**config.mk**
```make
export PLATFORM = sky130hd
export DESIGN_NAME = seq_divider_fx
export DESIGN_NICKNAME = d
export VERILOG_FILES = /design/src/rtl/seq_divider_fx.sv
export SDC_FILE = /design/constraint.sdc
export NUM_CORES = 1
export LEC_CHECK = 0
export BUFFER_PORTS_ARGS = -buffer_cell sky130_fd_sc_hd__clkbuf_2
export CAP_MARGIN = 20
export CORE_MARGIN = 5
export CORE_UTILIZATION = 53
export DETAILED_ROUTE_END_ITERATION = 6
export GPL_ROUTABILITY_DRIVEN = 0
export GPL_TIMING_DRIVEN = 0
export PLACE_DENSITY = 0.74
export SETUP_SLACK_MARGIN = 0.3
export SYNTH_ARGS = -nofsm -noshare
export SYNTH_HDL_FRONTEND = slang
export SYNTH_SLANG_ARGS = --single-unit
```
**constraint.sdc**
```tcl
create_clock -name clk -period 10.2 [get_ports clk]
set_clock_uncertainty 0.05 [all_clocks]
set_input_delay 0.51 -clock clk [delete_from_list [all_inputs] [get_ports clk]]
set_output_delay 0.51 -clock clk [all_outputs]
set_load 0.05 [all_outputs]
```
**src/rtl/seq_divider_fx.sv**
```systemverilog
// seq_divider_fx: multi-cycle restoring divider producing a fixed-point
// quotient (a * 2^FRAC) / b with FRAC fraction bits.
// Supports unsigned and two's-complement operands.
// Reports divide-by-zero, and saturates the quotient when it does not fit.
// Uses a start/busy/done handshake. Results hold until the next accepted start.
module seq_divider_fx #(
  parameter int WIDTH = 10,
  parameter int FRAC  = 4
) (
  input  logic             clk,
  input  logic             rst,
  input  logic             start,
  input  logic             signed_mode,
  input  logic [WIDTH-1:0] a_in,
  input  logic [WIDTH-1:0] b_in,
  output logic             busy,
  output logic             done,
  output logic [WIDTH-1:0] quotient,
  output logic [WIDTH-1:0] remainder,
  output logic             ovf,
  output logic             dvz
);

  localparam int N  = WIDTH + FRAC;
  localparam int CW = $clog2(N + 1);

  localparam logic [N:0] ONE  = (N+1)'(1);
  localparam logic [N:0] ULIM = (ONE << WIDTH) - ONE;
  localparam logic [N:0] PLIM = (ONE << (WIDTH - 1)) - ONE;
  localparam logic [N:0] NLIM = ONE << (WIDTH - 1);

  typedef enum logic [2:0] {IDLE, LOAD, CALC, FIX, DONE} state_t;

  state_t           state, next_state;
  logic             sm_r;
  logic [WIDTH-1:0] a_r, b_r;
  logic [N-1:0]     q_r;
  logic [WIDTH-1:0] acc_r;
  logic [CW-1:0]    cnt;

  logic             accept, last_iter;
  logic             a_neg, b_neg, neg;
  logic [WIDTH-1:0] a_mag, b_mag;
  logic [WIDTH:0]   acc_sh;
  logic [N-1:0]     q_sh;
  logic             ge;
  logic [WIDTH-1:0] trial;
  logic [N:0]       q_ext;
  logic [WIDTH-1:0] q_fix, r_fix;
  logic             ovf_fix;

  assign accept    = start && (state == IDLE || state == DONE);
  assign last_iter = (cnt == CW'(N - 1));

  // State register; reset abandons any operation in flight
  always_ff @(posedge clk or posedge rst) begin
    if (rst) state <= IDLE;
    else     state <= next_state;
  end

  // Next-state decode plus the busy/done flags, which depend only on the state
  always_comb begin
    next_state = state;
    busy       = 1'b0;
    done       = 1'b0;
    case (state)
      IDLE: if (start) next_state = LOAD;
      LOAD: begin
        busy       = 1'b1;
        next_state = (b_mag == '0) ? DONE : CALC;
      end
      CALC: begin
        busy = 1'b1;
        if (last_iter) next_state = FIX;
      end
      FIX: begin
        busy       = 1'b1;
        next_state = DONE;
      end
      DONE: begin
        done       = 1'b1;
        next_state = start ? LOAD : IDLE;
      end
      default: next_state = IDLE;
    endcase
  end

  // Operand magnitudes and signs taken from the latched operands
  always_comb begin
    a_neg = sm_r & a_r[WIDTH-1];
    b_neg = sm_r & b_r[WIDTH-1];
    neg   = a_neg ^ b_neg;
    a_mag = a_neg ? -a_r : a_r;
    b_mag = b_neg ? -b_r : b_r;
  end

  // One restoring step: shift {A,Q} left, then subtract |b| if it fits.
  // The restored partial remainder is always below |b|, so it fits in WIDTH bits.
  // That also lets the low WIDTH bits of the subtraction stand in for the full difference.
  always_comb begin
    acc_sh = {acc_r, q_r[N-1]};
    q_sh   = {q_r[N-2:0], 1'b0};
    ge     = (acc_sh >= {1'b0, b_mag});
    trial  = acc_sh[WIDTH-1:0] - b_mag;
  end

  // Sign restoration and saturation of the raw magnitude quotient
  always_comb begin
    q_ext   = {1'b0, q_r};
    ovf_fix = 1'b0;
    q_fix   = q_r[WIDTH-1:0];
    if (!sm_r) begin
      if (q_ext > ULIM) begin
        ovf_fix = 1'b1;
        q_fix   = '1;
      end
    end else if (!neg) begin
      if (q_ext > PLIM) begin
        ovf_fix = 1'b1;
        q_fix   = {1'b0, {(WIDTH-1){1'b1}}};
      end
    end else begin
      if (q_ext > NLIM) begin
        ovf_fix = 1'b1;
        q_fix   = {1'b1, {(WIDTH-1){1'b0}}};
      end else begin
        q_fix = -q_r[WIDTH-1:0];
      end
    end
    r_fix = a_neg ? -acc_r : acc_r;
  end

  // Operand capture, iteration registers and result registers
  always_ff @(posedge clk or posedge rst) begin
    if (rst) begin
      sm_r      <= 1'b0;
      a_r       <= '0;
      b_r       <= '0;
      q_r       <= '0;
      acc_r     <= '0;
      cnt       <= '0;
      quotient  <= '0;
      remainder <= '0;
      ovf       <= 1'b0;
      dvz       <= 1'b0;
    end else begin
      if (accept) begin
        sm_r <= signed_mode;
        a_r  <= a_in;
        b_r  <= b_in;
        ovf  <= 1'b0;
        dvz  <= 1'b0;
      end
      case (state)
        LOAD: begin
          if (b_mag == '0) begin
            dvz       <= 1'b1;
            quotient  <= '0;
            remainder <= '0;
          end else begin
            q_r   <= N'(a_mag) << FRAC;
            acc_r <= '0;
            cnt   <= '0;
          end
        end
        CALC: begin
          if (ge) begin
            acc_r <= trial;
            q_r   <= {q_sh[N-1:1], 1'b1};
          end else begin
            acc_r <= acc_sh[WIDTH-1:0];
            q_r   <= q_sh;
          end
          cnt <= cnt + CW'(1);
        end
        FIX: begin
          quotient  <= q_fix;
          remainder <= r_fix;
          ovf       <= ovf_fix;
        end
        default: ;
      endcase
    end
  end

endmodule

```
Word level (Yosys, flattened, before mapping)
Cells that the tools add are included.

Add/sub/neg operators: 6. $lt $le $gt $ge: 4. Equal/unequal tests: 9. Muxes and demuxes: 36. Bitwise operators: 3. Reduce and logical (&&, ||, !) cells: 11.

Operators by type and width (count): 10-bit 2-to-1 mux (11); 10-bit case mux with 2 select lines (3); 10-bit negation (4); 14-bit by 10-bit greater-than comparator with 1-bit output, second input constant (2); 14-bit case mux with 2 select lines (1); 3-bit case mux with 5 select lines (1); 14-bit by 9-bit greater-than comparator with 1-bit output, second input constant (1); 1-bit 2-to-1 mux (14); 14-bit 2-to-1 mux (1); 11-bit by 10-bit >= comparator with 1-bit output (1); 10-bit zero test (1); 10-bit subtractor (1); 3-bit 2-to-1 mux (3); 2-bit != test, second input constant (4); 4-bit case mux with 2 select lines (1); 3-bit by 2-bit equality test with 1-bit output, second input constant (2); 2-bit AND reduction (3); 2-bit nonzero test (3); 4-bit by 1-bit adder with 4-bit output, second input constant (1); 4-bit equality test, second input constant (1); 4-bit 2-to-1 mux (1); 3-bit by 1-bit equality test with 1-bit output, second input constant (1); 3-bit equality test, second input constant (1); 3-bit zero test (1); 5 further kinds (6).

Register bits after elaboration: 74. Bits of input ports: 24. Output and inout port bits: 24.

Depth between registers and ports, before layout
Word-level depth: 6. Depth in mapped cells: 13. Depth with buffers taken out: 13.

Worst setup path after synthesis
OpenSTA, ideal clock, no wires.

Path kind: reg-to-reg. Start point: register b_r[1]. End point: register acc_r[8]. Setup time: 122 ps. Arrival: 3244 ps. Data required time: 10028 ps. Setup slack: 6785 ps. Stages on the path, launching flop included: 14. Clock period less this slack: 3415 ps. Cell sequence: dfrtp_1 > inv_1 > ha_1 > nand3b_1 > xor2_1 > ha_1 > a21oi_1 > nand2_1 > maj3_2 > maj3_2 > a32oi_4 > a31oi_1 > or4_1 > a32o_1.

Longest elaborated chain between the ends: 5. Elaborated cells on any way between the ends: 9. Those cells by class: add/sub (2); order compare (1); eq/ne (1); mux (3); reduce/logical (2).

Ends and longest elaborated chain: from (decl) (line 36) `logic [WIDTH-1:0] a_r, b_r;`; from (signal assigned) (line 150) `b_r <= b_in;`; 10-bit negation (line 94) `b_mag = b_neg ? -b_r : b_r;`; 10-bit 2-to-1 mux * (line 94); 10-bit subtractor (tied with other cells) (line 104) `trial = acc_sh[WIDTH-1:0] - b_mag;`; 10-bit 2-to-1 mux or 2-bit != test (tied branches); 10-bit case mux with 2 select lines or 2-bit AND reduction (tied branches); to (signal assigned) (line 168) `acc_r <= trial;`; to (signal assigned) (line 171) `acc_r <= acc_sh[WIDTH-1:0];`; to (decl) (line 38) `logic [WIDTH-1:0] acc_r;`.

Mark *: on every way between the ends. The rest lies on a longest branch, timed or not. A chain may end at the register's enable or synchronous reset.

Worst setup path after layout
Start point: register b_r[0]. End point: register acc_r[7].

The elaborated chain is that of the path after synthesis.

==> results.tsv <==
stage	metric	value	unit
outcome	outcome	completed	
synthesis	EDFF count, synth	0	
cells_and_area	nets	654	
grt	GR peak layer	met2	
sta	fmax	0.265	GHz
synthesis	Synth Warn #	0	
synthesis	Synth cell types	69	
cts	post-CTS sizing	0	
worst_setup_path	worst setup path category	register to register	
placement	hpwl dp	8560	µm
die	core area	8680	µm²
worst_setup_path	CP cell instances	inv_1 > ha_1 > nand3b_1 > xor2_1 > ha_1 > a21oi_1 > nand2_1 > maj3_2 > maj3_2 > a32oi_4 > a32o_1 > a211oi_1 > o31ai_1	
synthesis	Synth area leader	dfrtp_1	
drt	router iterations before antenna repair	5	
drt	DRC violations left	0	
cells_and_area	layout cell share with drive strength beyond 1	14.2	%
sta	relative slew slack	40.3	%
die	initial core utilization	54.3	%
synthesis	Main synth FF type	dfrtp_1	
cts	clk sink count	74	
sta	Slew Viols, Final	0	
worst_setup_path	worst stage delay on the critical path	0.43	ns
worst_setup_path	Setup crit end kind	register	
drt	WL final	11500	µm
run	max-cap violations	0	
sta	RSZ-0062 raised after global routing	no	
synthesis	Synth async-reset ratio	100	%
cts	H-tree Lvls	3	
cts	clock buffer depth	2	
cts	Post-CTS Repair Setup Buffers	0	
grt	initial antenna violation count	0	
drt	drt first-iter violations	361	
cts	Root Buffer	clkbuf_8	
sta	period utilization	36.9	%
placement	I/O Buffers	47	
worst_setup_path	Slowest-stage cell, CP	dfrtp_1	
min_path	HP Class	input pin to asynchronous set/reset pin	
synthesis	sequential share of the synthesized area	39.3	%
die	boundary pin count	48	
cells_and_area	fin area	5340	µm²
grt	M2 GR Usage	34.2	%
sta	worst slew pin tran	0.896	ns
synthesis	top cells by area, synth	dfrtp_1 39%, nand2_1 8.5%, o21ai_0 5.9%	
grt	All-Layer GR Usage	21.6	%
sta	setup slack after layout	6.43	ns
cts	hold_buf cts	0	
cells_and_area	Layout area overhead	13.3	%
worst_setup_path	Startpoint Class	register	
grt	GRT overflow	0	
grt	GR Layer Usage met1	30.0	%
cts	Worst-path clk slew	0.08	ns
cells_and_area	ant diodes	0	
grt	first-pass GRT wire length	19700	µm
synthesis	Mapped Nets	596	
drt	ANT nets after route	0	
placement	Setup WS pre-CTS	6.45	ns
drt	routed len/inst	15.8	µm
grt	met3 Use GR	4.47	%
die	Die Ht	104	µm
worst_setup_path	CP required	10.40	ns
cts	Num CTS Buffers	9	
cells_and_area	Fillers	776	
synthesis	Avg Inst Size Synth	8.42	µm²
synthesis	Seq cells post-synth	74	
drt	vias per cell	5.81	
synthesis	post-synth top area share	39.3	%
cts	CTS tree	yes	
cts	clk_lat worst skew	0.35	ns
die	Die Span X	104	µm
placement	area post-placement	5090	µm²
die	Site Rows	34	
grt	vias in the first global route	4115	
worst_setup_path	crit-path max FO	8	
synthesis	cells after synthesis	560	
sta	min Tclk post-route	3.77	ns
sta	Hold Violations, Final	0	
grt	largest net degree at the start of global routing	75	
sta	setup TNS	0	ns
die	Die Area	10900	µm²
synthesis	Post-Syn Area	4710	µm²
sta	Setup violations, final	0	
worst_setup_path	critical path arrival	3.96	ns
drt	via count	4238	
layout make-up:
cell class / instances / area (µm²) / share of cell area, %
inverter: 21 / 81.3 / 1.52
multi-input combinational: 433 / 2660 / 49.7
buffer: 32 / 129 / 2.41
tap: 108 / 135 / 2.53
sequential: 74 / 1850 / 34.7
clock buffer: 9 / 124 / 2.32
clock inverter: 5 / 129 / 2.41
timing repair buffer: 47 / 235 / 4.40
path summary, 6_finish.rpt:
| check | start | to | slack (ns) | cells after the start |
|---|---|---|---|---|
| min | rst | quotient[5]$_DFFE_PP0P_ | 0.29 | 2 |
| max | b_r[0]$_DFFE_PP0P_ | acc_r[7]$_DFFE_PP0P_ | 6.43 | 13 |
| min in group clk | a_in[6] | a_r[6]$_DFFE_PP0P_ | 0.30 | 3 |
| min reg2reg | quotient[3]$_DFFE_PP0P_ | quotient[3]$_DFFE_PP0P_ | 0.43 | 1 |
| max in group asynchronous | rst | b_r[8]$_DFFE_PP0P_ | 9.22 | 2 |
| max reg2reg | b_r[0]$_DFFE_PP0P_ | acc_r[7]$_DFFE_PP0P_ | 6.43 | 13 |
registers in the layout, indices dropped and copies added (netlist names):
name,count
q_r,14
state,3
sm_r,1
quotient,10
dvz,1
acc_r,10
a_r,10
cnt,4
ovf,1
remainder,10
b_r,10
metrics by stage:
stage / cells / hold WS (ns) / utilization, %
after floorplan: 560 / 0.402 / -
after global placement: 715 / 0.408 / 58.6
after detailed placement: 715 / 0.414 / 58.6
after CTS: 729 / 0.288 / 61.5
after global routing: 729 / 0.295 / 61.5
final: 729 / 0.293 / 61.5
cells in the mapped netlist (4+ instances only):
library cell	number
a21o_1	10
a21oi_1	28
a31oi_1	7
and2_1	6
and3_1	5
buf_2	7
clkbuf_1	22
dfrtp_1	74
ha_1	11
inv_1	21
mux2i_1	4
nand2_1	107
nand2b_1	5
nand3_1	15
nand4_1	14
nor2_1	33
nor3_1	17
o211ai_1	4
o21ai_0	56
o21ai_1	5
o31ai_1	4
or3_1	4
or4_1	4
xnor2_1	20
xor2_1	11
worst max-delay path: cells and delay by family, from the launching register on:
family,cells,cell delay [ns]
AOI/OAI and AO/OA,5,1.25
xor gates and xnor gates,1,0.20
adders and majority gates,4,1.32
buffers and inverters,1,0.17
DFF,1,0.43
and+or+nand+nor,2,0.27
layer usage:
layer	vias to the layer above	wire length, µm
li1	2100	-
met1	1972	5370
met2	149	5360
met3	17	657
met4	0	134
met5	-	0
placed cells by master, fill, tap and decap left out, types with 9 or more instances in the layout:
cell,Yosys,layout
nor2_1,33,33
a21oi_1,28,28
nand2_1,107,107
nand3_1,15,15
o21ai_0,56,56
inv_1,21,20
xnor2_1,20,20
clkbuf_8,0,9
clkbuf_1,22,22
a21o_1,10,10
ha_1,11,11
clkbuf_2,0,47
nand4_1,14,14
nor3_1,17,17
dfrtp_1,74,74
xor2_1,11,11
logic make-up (layout without fill, tap and decap cells):
logic type	Yosys count	in the layout	synth area share, %
AO/OA/AOI/OAI	149	149	20.8
XOR/XNOR	34	34	7.17
adder cells (fa/ha/maj)	17	17	4.46
buffers and inverters	53	114	4.41
flip-flops	74	74	39.3
multiplexers	5	5	1.09
AND/OR/NAND/NOR	228	228	22.8
Power is left out: the tool's default activity adds up to more than one toggle a clock period on the data nets, which glitch-free logic cannot reach.
